[src/rtl/demod_16qam_pkg.sv]
// Shared types and defaults for the 16-QAM receive demodulator.
// The level codes match the transmitter's coefficient selection.
package demod_16qam_pkg;

  localparam int unsigned SPS_DEF          = 8;
  localparam int unsigned BIT_WIDTH_DEF    = 14;
  localparam int unsigned SAMPLE_PHASE_DEF = 4;
  localparam int          THRESH_DEF       = 4096;
  localparam int          ENERGY_TH_DEF    = 2048;
  localparam int unsigned LOCK_CNT_DEF     = 4;
  localparam int unsigned UNLOCK_CNT_DEF   = 8;

  typedef enum logic [1:0] {
    LVL_P3 = 2'b00,
    LVL_P1 = 2'b01,
    LVL_M1 = 2'b10,
    LVL_M3 = 2'b11
  } lvl_e;

  typedef enum logic {
    HUNT   = 1'b0,
    LOCKED = 1'b1
  } lock_state_e;

  function automatic int unsigned max_u(input int unsigned a, input int unsigned b);
    return (a > b) ? a : b;
  endfunction

endpackage

[src/rtl/demod_16qam_if.sv]
// Sample/symbol bus between ADC capture, the demodulator and the bit sink.
interface demod_16qam_if #(
  parameter int unsigned BIT_WIDTH = demod_16qam_pkg::BIT_WIDTH_DEF,
  parameter int unsigned SPS       = demod_16qam_pkg::SPS_DEF
);
  localparam int unsigned CNT_W = $clog2(SPS);

  logic [BIT_WIDTH-1:0] adc;
  logic                 slip;
  logic [CNT_W-1:0]     count;
  logic [3:0]           symbol;
  logic                 symbol_valid;
  logic                 locked;

  modport master (
    output adc, slip,
    input  count, symbol, symbol_valid, locked
  );

  modport slave (
    input  adc, slip,
    output count, symbol, symbol_valid, locked
  );
endinterface

[src/rtl/demod_16qam_slicer.sv]
// Four-level slicer: signed rail sample to a 2-bit level code.
// Zero and exact thresholds fall into the upper bin.
module demod_16qam_slicer
  import demod_16qam_pkg::*;
#(
  parameter int unsigned BIT_WIDTH = BIT_WIDTH_DEF,
  parameter int          THRESH    = THRESH_DEF
) (
  input  logic signed [BIT_WIDTH-1:0] s_i,
  output lvl_e                        lvl_c_o
);

  logic signed [31:0] s_ext;

  assign s_ext = 32'(s_i);

  always_comb begin
    lvl_c_o = LVL_M3;
    if (s_ext >= THRESH)       lvl_c_o = LVL_P3;
    else if (s_ext >= 0)       lvl_c_o = LVL_P1;
    else if (s_ext >= -THRESH) lvl_c_o = LVL_M1;
  end

endmodule

[src/rtl/demod_16qam.sv]
// 16-QAM receive demodulator: I/Q de-interleave, phase-selectable decimation,
// four-level slicing and a signal-presence lock FSM gating symbol_valid.
module demod_16qam
  import demod_16qam_pkg::*;
#(
  parameter int unsigned SPS          = SPS_DEF,
  parameter int unsigned BIT_WIDTH    = BIT_WIDTH_DEF,
  parameter int unsigned SAMPLE_PHASE = SAMPLE_PHASE_DEF,
  parameter int          THRESH       = THRESH_DEF,
  parameter int          ENERGY_TH    = ENERGY_TH_DEF,
  parameter int unsigned LOCK_CNT     = LOCK_CNT_DEF,
  parameter int unsigned UNLOCK_CNT   = UNLOCK_CNT_DEF
) (
  input  logic          clock_sample,
  input  logic          reset,
  demod_16qam_if.slave  bus
);

  localparam int unsigned CNT_W  = $clog2(SPS);
  localparam int unsigned RUN_W  = $clog2(max_u(LOCK_CNT, UNLOCK_CNT) + 1);
  localparam int unsigned DEC_PH = (SAMPLE_PHASE + 2) % SPS;

  logic [CNT_W-1:0]            count_q, count_d;
  logic signed [BIT_WIDTH-1:0] s;
  logic signed [BIT_WIDTH-1:0] i_q, q_q;
  lvl_e                        i_lvl, q_lvl;
  logic [BIT_WIDTH-1:0]        abs_i, abs_q;
  logic [BIT_WIDTH:0]          energy;
  logic                        active;
  logic                        cap_i, cap_q, decide, pair_busy;
  lock_state_e                 state_q, state_d;
  logic [RUN_W-1:0]            run_q, run_d, run_inc;
  logic [3:0]                  symbol_q;
  logic                        valid_q;

  assign s = {~bus.adc[BIT_WIDTH-1], bus.adc[BIT_WIDTH-2:0]};

  assign cap_i     = (count_q == CNT_W'(SAMPLE_PHASE));
  assign cap_q     = (count_q == CNT_W'(SAMPLE_PHASE + 1));
  assign pair_busy = cap_i || cap_q;
  assign decide    = (count_q == CNT_W'(DEC_PH));

  // A slip holds the phase counter, except inside an I/Q pair.
  assign count_d = (bus.slip && !pair_busy) ? count_q : count_q + CNT_W'(1);

  demod_16qam_slicer #(.BIT_WIDTH(BIT_WIDTH), .THRESH(THRESH)) u_slice_i (
    .s_i     (i_q),
    .lvl_c_o (i_lvl)
  );

  demod_16qam_slicer #(.BIT_WIDTH(BIT_WIDTH), .THRESH(THRESH)) u_slice_q (
    .s_i     (q_q),
    .lvl_c_o (q_lvl)
  );

  // Magnitudes as unsigned so that abs(-2^(W-1)) is exact.
  assign abs_i  = i_q[BIT_WIDTH-1] ? BIT_WIDTH'(-i_q) : BIT_WIDTH'(i_q);
  assign abs_q  = q_q[BIT_WIDTH-1] ? BIT_WIDTH'(-q_q) : BIT_WIDTH'(q_q);
  assign energy = (BIT_WIDTH+1)'(abs_i) + (BIT_WIDTH+1)'(abs_q);
  assign active = $signed(32'(energy)) > ENERGY_TH;

  assign run_inc = run_q + RUN_W'(1);

  always_comb begin
    state_d = state_q;
    run_d   = run_q;
    if (decide) begin
      unique case (state_q)
        HUNT: begin
          if (!active) begin
            run_d = '0;
          end else if (run_inc == RUN_W'(LOCK_CNT)) begin
            state_d = LOCKED;
            run_d   = '0;
          end else begin
            run_d = run_inc;
          end
        end
        LOCKED: begin
          if (active) begin
            run_d = '0;
          end else if (run_inc == RUN_W'(UNLOCK_CNT)) begin
            state_d = HUNT;
            run_d   = '0;
          end else begin
            run_d = run_inc;
          end
        end
        default: begin
          state_d = HUNT;
          run_d   = '0;
        end
      endcase
    end
  end

  always_ff @(posedge clock_sample) begin
    if (reset) begin
      count_q  <= '0;
      i_q      <= '0;
      q_q      <= '0;
      symbol_q <= '0;
      valid_q  <= 1'b0;
      state_q  <= HUNT;
      run_q    <= '0;
    end else begin
      count_q <= count_d;
      if (cap_i)  i_q      <= s;
      if (cap_q)  q_q      <= s;
      if (decide) symbol_q <= {q_lvl, i_lvl};
      valid_q <= decide && (state_d == LOCKED);
      state_q <= state_d;
      run_q   <= run_d;
    end
  end

  assign bus.count        = count_q;
  assign bus.symbol       = symbol_q;
  assign bus.symbol_valid = valid_q;
  assign bus.locked       = (state_q == LOCKED);

endmodule

[src/flat_wrapper.sv]
// flat-port wrapper written by rule: the top's interface ports become plain ports
module demod_16qam_flat import demod_16qam_pkg::*;
#(
  parameter int unsigned SPS          = SPS_DEF,
  parameter int unsigned BIT_WIDTH    = BIT_WIDTH_DEF,
  parameter int unsigned SAMPLE_PHASE = SAMPLE_PHASE_DEF,
  parameter int          THRESH       = THRESH_DEF,
  parameter int          ENERGY_TH    = ENERGY_TH_DEF,
  parameter int unsigned LOCK_CNT     = LOCK_CNT_DEF,
  parameter int unsigned UNLOCK_CNT   = UNLOCK_CNT_DEF
)
  (clock_sample, reset, bus_adc, bus_slip, bus_count, bus_symbol, bus_symbol_valid, bus_locked);
  demod_16qam_if #(.BIT_WIDTH(BIT_WIDTH), .SPS(SPS)) bus_i ();
  input  logic clock_sample;
  input  logic reset;
  input wire logic [$bits(bus_i.adc)-1:0] bus_adc;
  input wire logic [$bits(bus_i.slip)-1:0] bus_slip;
  output wire logic [$bits(bus_i.count)-1:0] bus_count;
  output wire logic [$bits(bus_i.symbol)-1:0] bus_symbol;
  output wire logic [$bits(bus_i.symbol_valid)-1:0] bus_symbol_valid;
  output wire logic [$bits(bus_i.locked)-1:0] bus_locked;
  assign bus_i.adc = bus_adc;
  assign bus_i.slip = bus_slip;
  assign bus_count = bus_i.count;
  assign bus_symbol = bus_i.symbol;
  assign bus_symbol_valid = bus_i.symbol_valid;
  assign bus_locked = bus_i.locked;
  demod_16qam #(.SPS(SPS), .BIT_WIDTH(BIT_WIDTH), .SAMPLE_PHASE(SAMPLE_PHASE), .THRESH(THRESH), .ENERGY_TH(ENERGY_TH), .LOCK_CNT(LOCK_CNT), .UNLOCK_CNT(UNLOCK_CNT)) u_core (.clock_sample(clock_sample), .reset(reset), .bus(bus_i));
endmodule
[config.mk]
export PLATFORM = sky130hd
export DESIGN_NAME = demod_16qam_flat
export DESIGN_NICKNAME = d
export VERILOG_FILES = /design/src/rtl/demod_16qam_pkg.sv /design/src/rtl/demod_16qam_if.sv /design/src/rtl/demod_16qam_slicer.sv /design/src/rtl/demod_16qam.sv /design/src/flat_wrapper.sv
export SDC_FILE = /design/constraint.sdc
export NUM_CORES = 1
export LEC_CHECK = 0
export ABC_AREA = 1
export BUFFER_PORTS_ARGS = -buffer_cell sky130_fd_sc_hd__buf_2
export CAP_MARGIN = 20
export CELL_PAD_IN_SITES_DETAIL_PLACEMENT = 2
export CELL_PAD_IN_SITES_GLOBAL_PLACEMENT = 2
export CORE_MARGIN = 2
export CORE_UTILIZATION = 30
export CTS_CLUSTER_SIZE = 25
export DETAILED_ROUTE_END_ITERATION = 6
export GPL_ROUTABILITY_DRIVEN = 0
export GPL_TIMING_DRIVEN = 0
export PLACE_DENSITY_LB_ADDON = 0.1
export RECOVER_POWER = 100
export SYNTH_ARGS = -nofsm -noshare
export SYNTH_HDL_FRONTEND = slang
export SYNTH_SLANG_ARGS = --single-unit
[constraint.sdc]
create_clock -name clock_sample -period 6.66 [get_ports clock_sample]
set_clock_uncertainty 0.1 [all_clocks]
set_input_delay 0.333 -clock clock_sample [delete_from_list [all_inputs] [get_ports clock_sample]]
set_output_delay 0.333 -clock clock_sample [all_outputs]
set_load 0.05 [all_outputs]
==> flow_summary.ini <==
[clocking]
cts.path.max_buffers = 2
numClockSinks = 41
worstSkewPairLatency_ps = 300
cts_resized = 0
cts_inserted_buffers = 5
htree_levels = 2
clk_pin_slew_ps = 80
ctsHoldBuffers = 0
cts_setup_buffers = 0
tritoncts = built
cts-root-buf = clkbuf_8

[worst_setup_path]
critPathLaunch = u_core.i_q[0]
cp.arrival_ps = 3870
crit_type = register to register
startpoint_type = register
endpoint_kind = register
r2r_start = u_core.i_q[0]
reg2reg_to = u_core.bus.locked
r2r_cells = 21
cp.required_ps = 6750
cp-endpoint = u_core.bus.locked
rrSetupSlack_ps = 2890
critPathMaxFanout = 4

[synth]
synth_edf_count = 0
synth_cells = 457
synthFlopType = dfxtp_1
synthSimpleGateAreaFrac = 0.297
yosys-top-cells-area = dfxtp_1 28%, nand2_1 11%, ha_1 8.8%, inv_1 7.8%, o21ai_0 7.4%
yosysWarningCount = 0
netlist.area_leader.share = 0.275
synth_cell_type_count = 33
syn_nets = 496
synth_top_family_by_area = simple AND/OR/NAND/NOR gates
synth_seq_cells = 41
synth_top_cell_by_area = dfxtp_1
ys_seq_area_frac = 0.275
synthAdderAreaFrac = 0.0948
avgSynthCellArea_um2 = 6.53
muxShareOfSynthArea = 0
synth_compound_gate_area_share = 0.161
syn_area_mm2 = 0.00298
ys_async_sr_fraction = 0
synth_xor_area_frac = 0.0734

[route]
routedWlPerCell_um = 14.5
route.detailed.drc = 0
drt_wl_total_mm = 9.05
drt-vias-per-instance = 4.81
dr.pass1.iters = 4
antenna_left = 0
drtIter0Drc = 53
vias = 2995

[timing]
fmax_mhz = 265
post-route-period-util = 0.567
fin_ws_ps = 2890
grt_setup_unrepaired = false
tightest_slew_ps = 605
drv_slew = 0
hold_viol_final = 0
whs_ps = 206
slew_headroom = 0.598
layout_min_cycle_time_ps = 3770
setup_tns_ps = 0
setup_viol = 0

[power]
clockPowerShare = 0.391
comb_power_share = 0.136
power.leakage_nw = 1.62
net-switching-power_mw = 0.143
power.internal_mw = 0.396
vdd.ir_drop.worst_mv = 0.0758
total_power_mw = 0.539
switching_share = 0.265
power_density_mw_per_mm2 = 160
seq_power_share = 0.474

[worst_hold_path]
whs_path_depth = 2
hp-class = input pin to register

[place]
place_area_mm2 = 0.00327
dpl.cell_count = 615
port_buffers = 25
dp_slack_ps = 2980
dp_hpwl_mm = 7.73

[floorplanning]
die_y_um = 104
core_mm2 = 0.00973
dieArea_mm2 = 0.0108
start_util = 0.307
rows = 36
die_w_um = 104
ioPinCount = 26

[finish]
drive_above_1_share = 0.0837
mostFrequentLayoutCell = nand2_1
fill_cells = 1243
areaGrowthSynthToFinish_pct = 13.1
final_area_mm2 = 0.00337
final_cells = 623
final_cell_mix = 88 x nand2_1, 62 x inv_1, 56 x nor2_1
final_nets = 528
n_antenna_cell = 0
utilization = 0.347

[job]
drv_cap = 0

[global_route]
antenna_found_initial = 0
overflow = 0
grt_first_pass_wirelength_mm = 15.6
grtUsageTotal = 0.177
grt_pass1_vias = 3207
grt_max_degree = 13

[outcome]
status = finished, final reports clean
[routing by layer]
layer,vias up,routed length [µm],GRT usage
met5,-,0,0
met4,0,73,0.0319
met3,5,114,0.0170
met2,17,4540,0.327
met1,1441,4320,0.224
li1,1532,-,-
[flip-flops by register name (all words and copies together) (netlist names)]
| name | flops |
|---|---|
| u_core.bus.locked | 1 |
| u_core.bus.count | 3 |
| u_core.run_q | 4 |
| u_core.i_q | 14 |
| u_core.bus.symbol_valid | 1 |
| u_core.q_q | 14 |
| u_core.bus.symbol | 4 |
[synth_stat cells (2+ instances only)]
library cell / instances
nor3_1: 9
nand2_1: 88
nand3_2: 6
nor2_2: 4
o21ai_0: 44
inv_2: 3
nand2_2: 4
nor4_1: 5
ha_1: 21
clkbuf_1: 8
xnor2_1: 5
clkinv_1: 2
nor2_1: 55
nand3_1: 25
xor2_1: 20
inv_1: 62
a21oi_1: 38
nand4_1: 2
a21oi_2: 2
dfxtp_1: 41
[how the worst min path moves through the flow]
stage	startpoint	to	slack, ps
3_5_place_dp	u_core.run_q[1]	u_core.run_q[1]	380
2_1_floorplan	reset	u_core.run_q[0]	300
3_3_place_gp	u_core.run_q[1]	u_core.run_q[1]	370
5_1_grt	reset	u_core.run_q[0]	200
6_report	reset	u_core.run_q[1]	210
4_1_cts	reset	u_core.run_q[0]	190
[logic make-up (layout without fill, tap and decap cells)]
| family | after synthesis | count (layout) |
|---|---|---|
| AND/OR/NAND/NOR | 202 | 202 |
| AO/OA/AOI/OAI | 90 | 90 |
| buffers and inverters | 77 | 110 |
| flip-flops | 41 | 41 |
| XOR/XNOR | 25 | 25 |
| adder cells (fa/ha/maj) | 22 | 22 |
[critical path, cell delays in order (launching register included)]
cell,delay [ps]
dfxtp_1,360
inv_1,100
ha_1,140
inv_1,50
nor3_1,220
nand3_1,160
o31ai_1,350
o21ai_0,210
xor2_1,240
ha_1,320
a21oi_1,160
o21ai_0,100
a21oi_1,190
nand2_1,70
nand2_1,60
nand3_1,60
nor2_1,300
nand2_2,120
o211ai_1,90
nand2_1,70
nand2_1,100
clkinv_1,70
[power by group through the flow]
| stage | clock network, mW | registers [mW] | logic, mW |
|---|---|---|---|
| floorplan | 0 | 0.265 | 0.0452 |
| global placement | 0 | 0.261 | 0.0721 |
| detailed placement | 0 | 0.261 | 0.0753 |
| CTS | 0.220 | 0.255 | 0.0758 |
| global route | 0.231 | 0.256 | 0.0836 |
| finish | 0.211 | 0.255 | 0.0732 |
[area by class of cell]
type / count / area (µm²) / share of cell area
multi-input cells: 339 / 1870 / 0.553
flip-flops and latches: 41 / 821 / 0.243
inverters: 67 / 251 / 0.0746
well taps: 133 / 166 / 0.0493
repair buffers: 25 / 114 / 0.0338
clock buffers: 7 / 86.3 / 0.0256
plain buffers: 10 / 37.5 / 0.0111
clock inverters: 1 / 30.0 / 0.00890
Note: power is estimated with default switching activity, not from simulation.
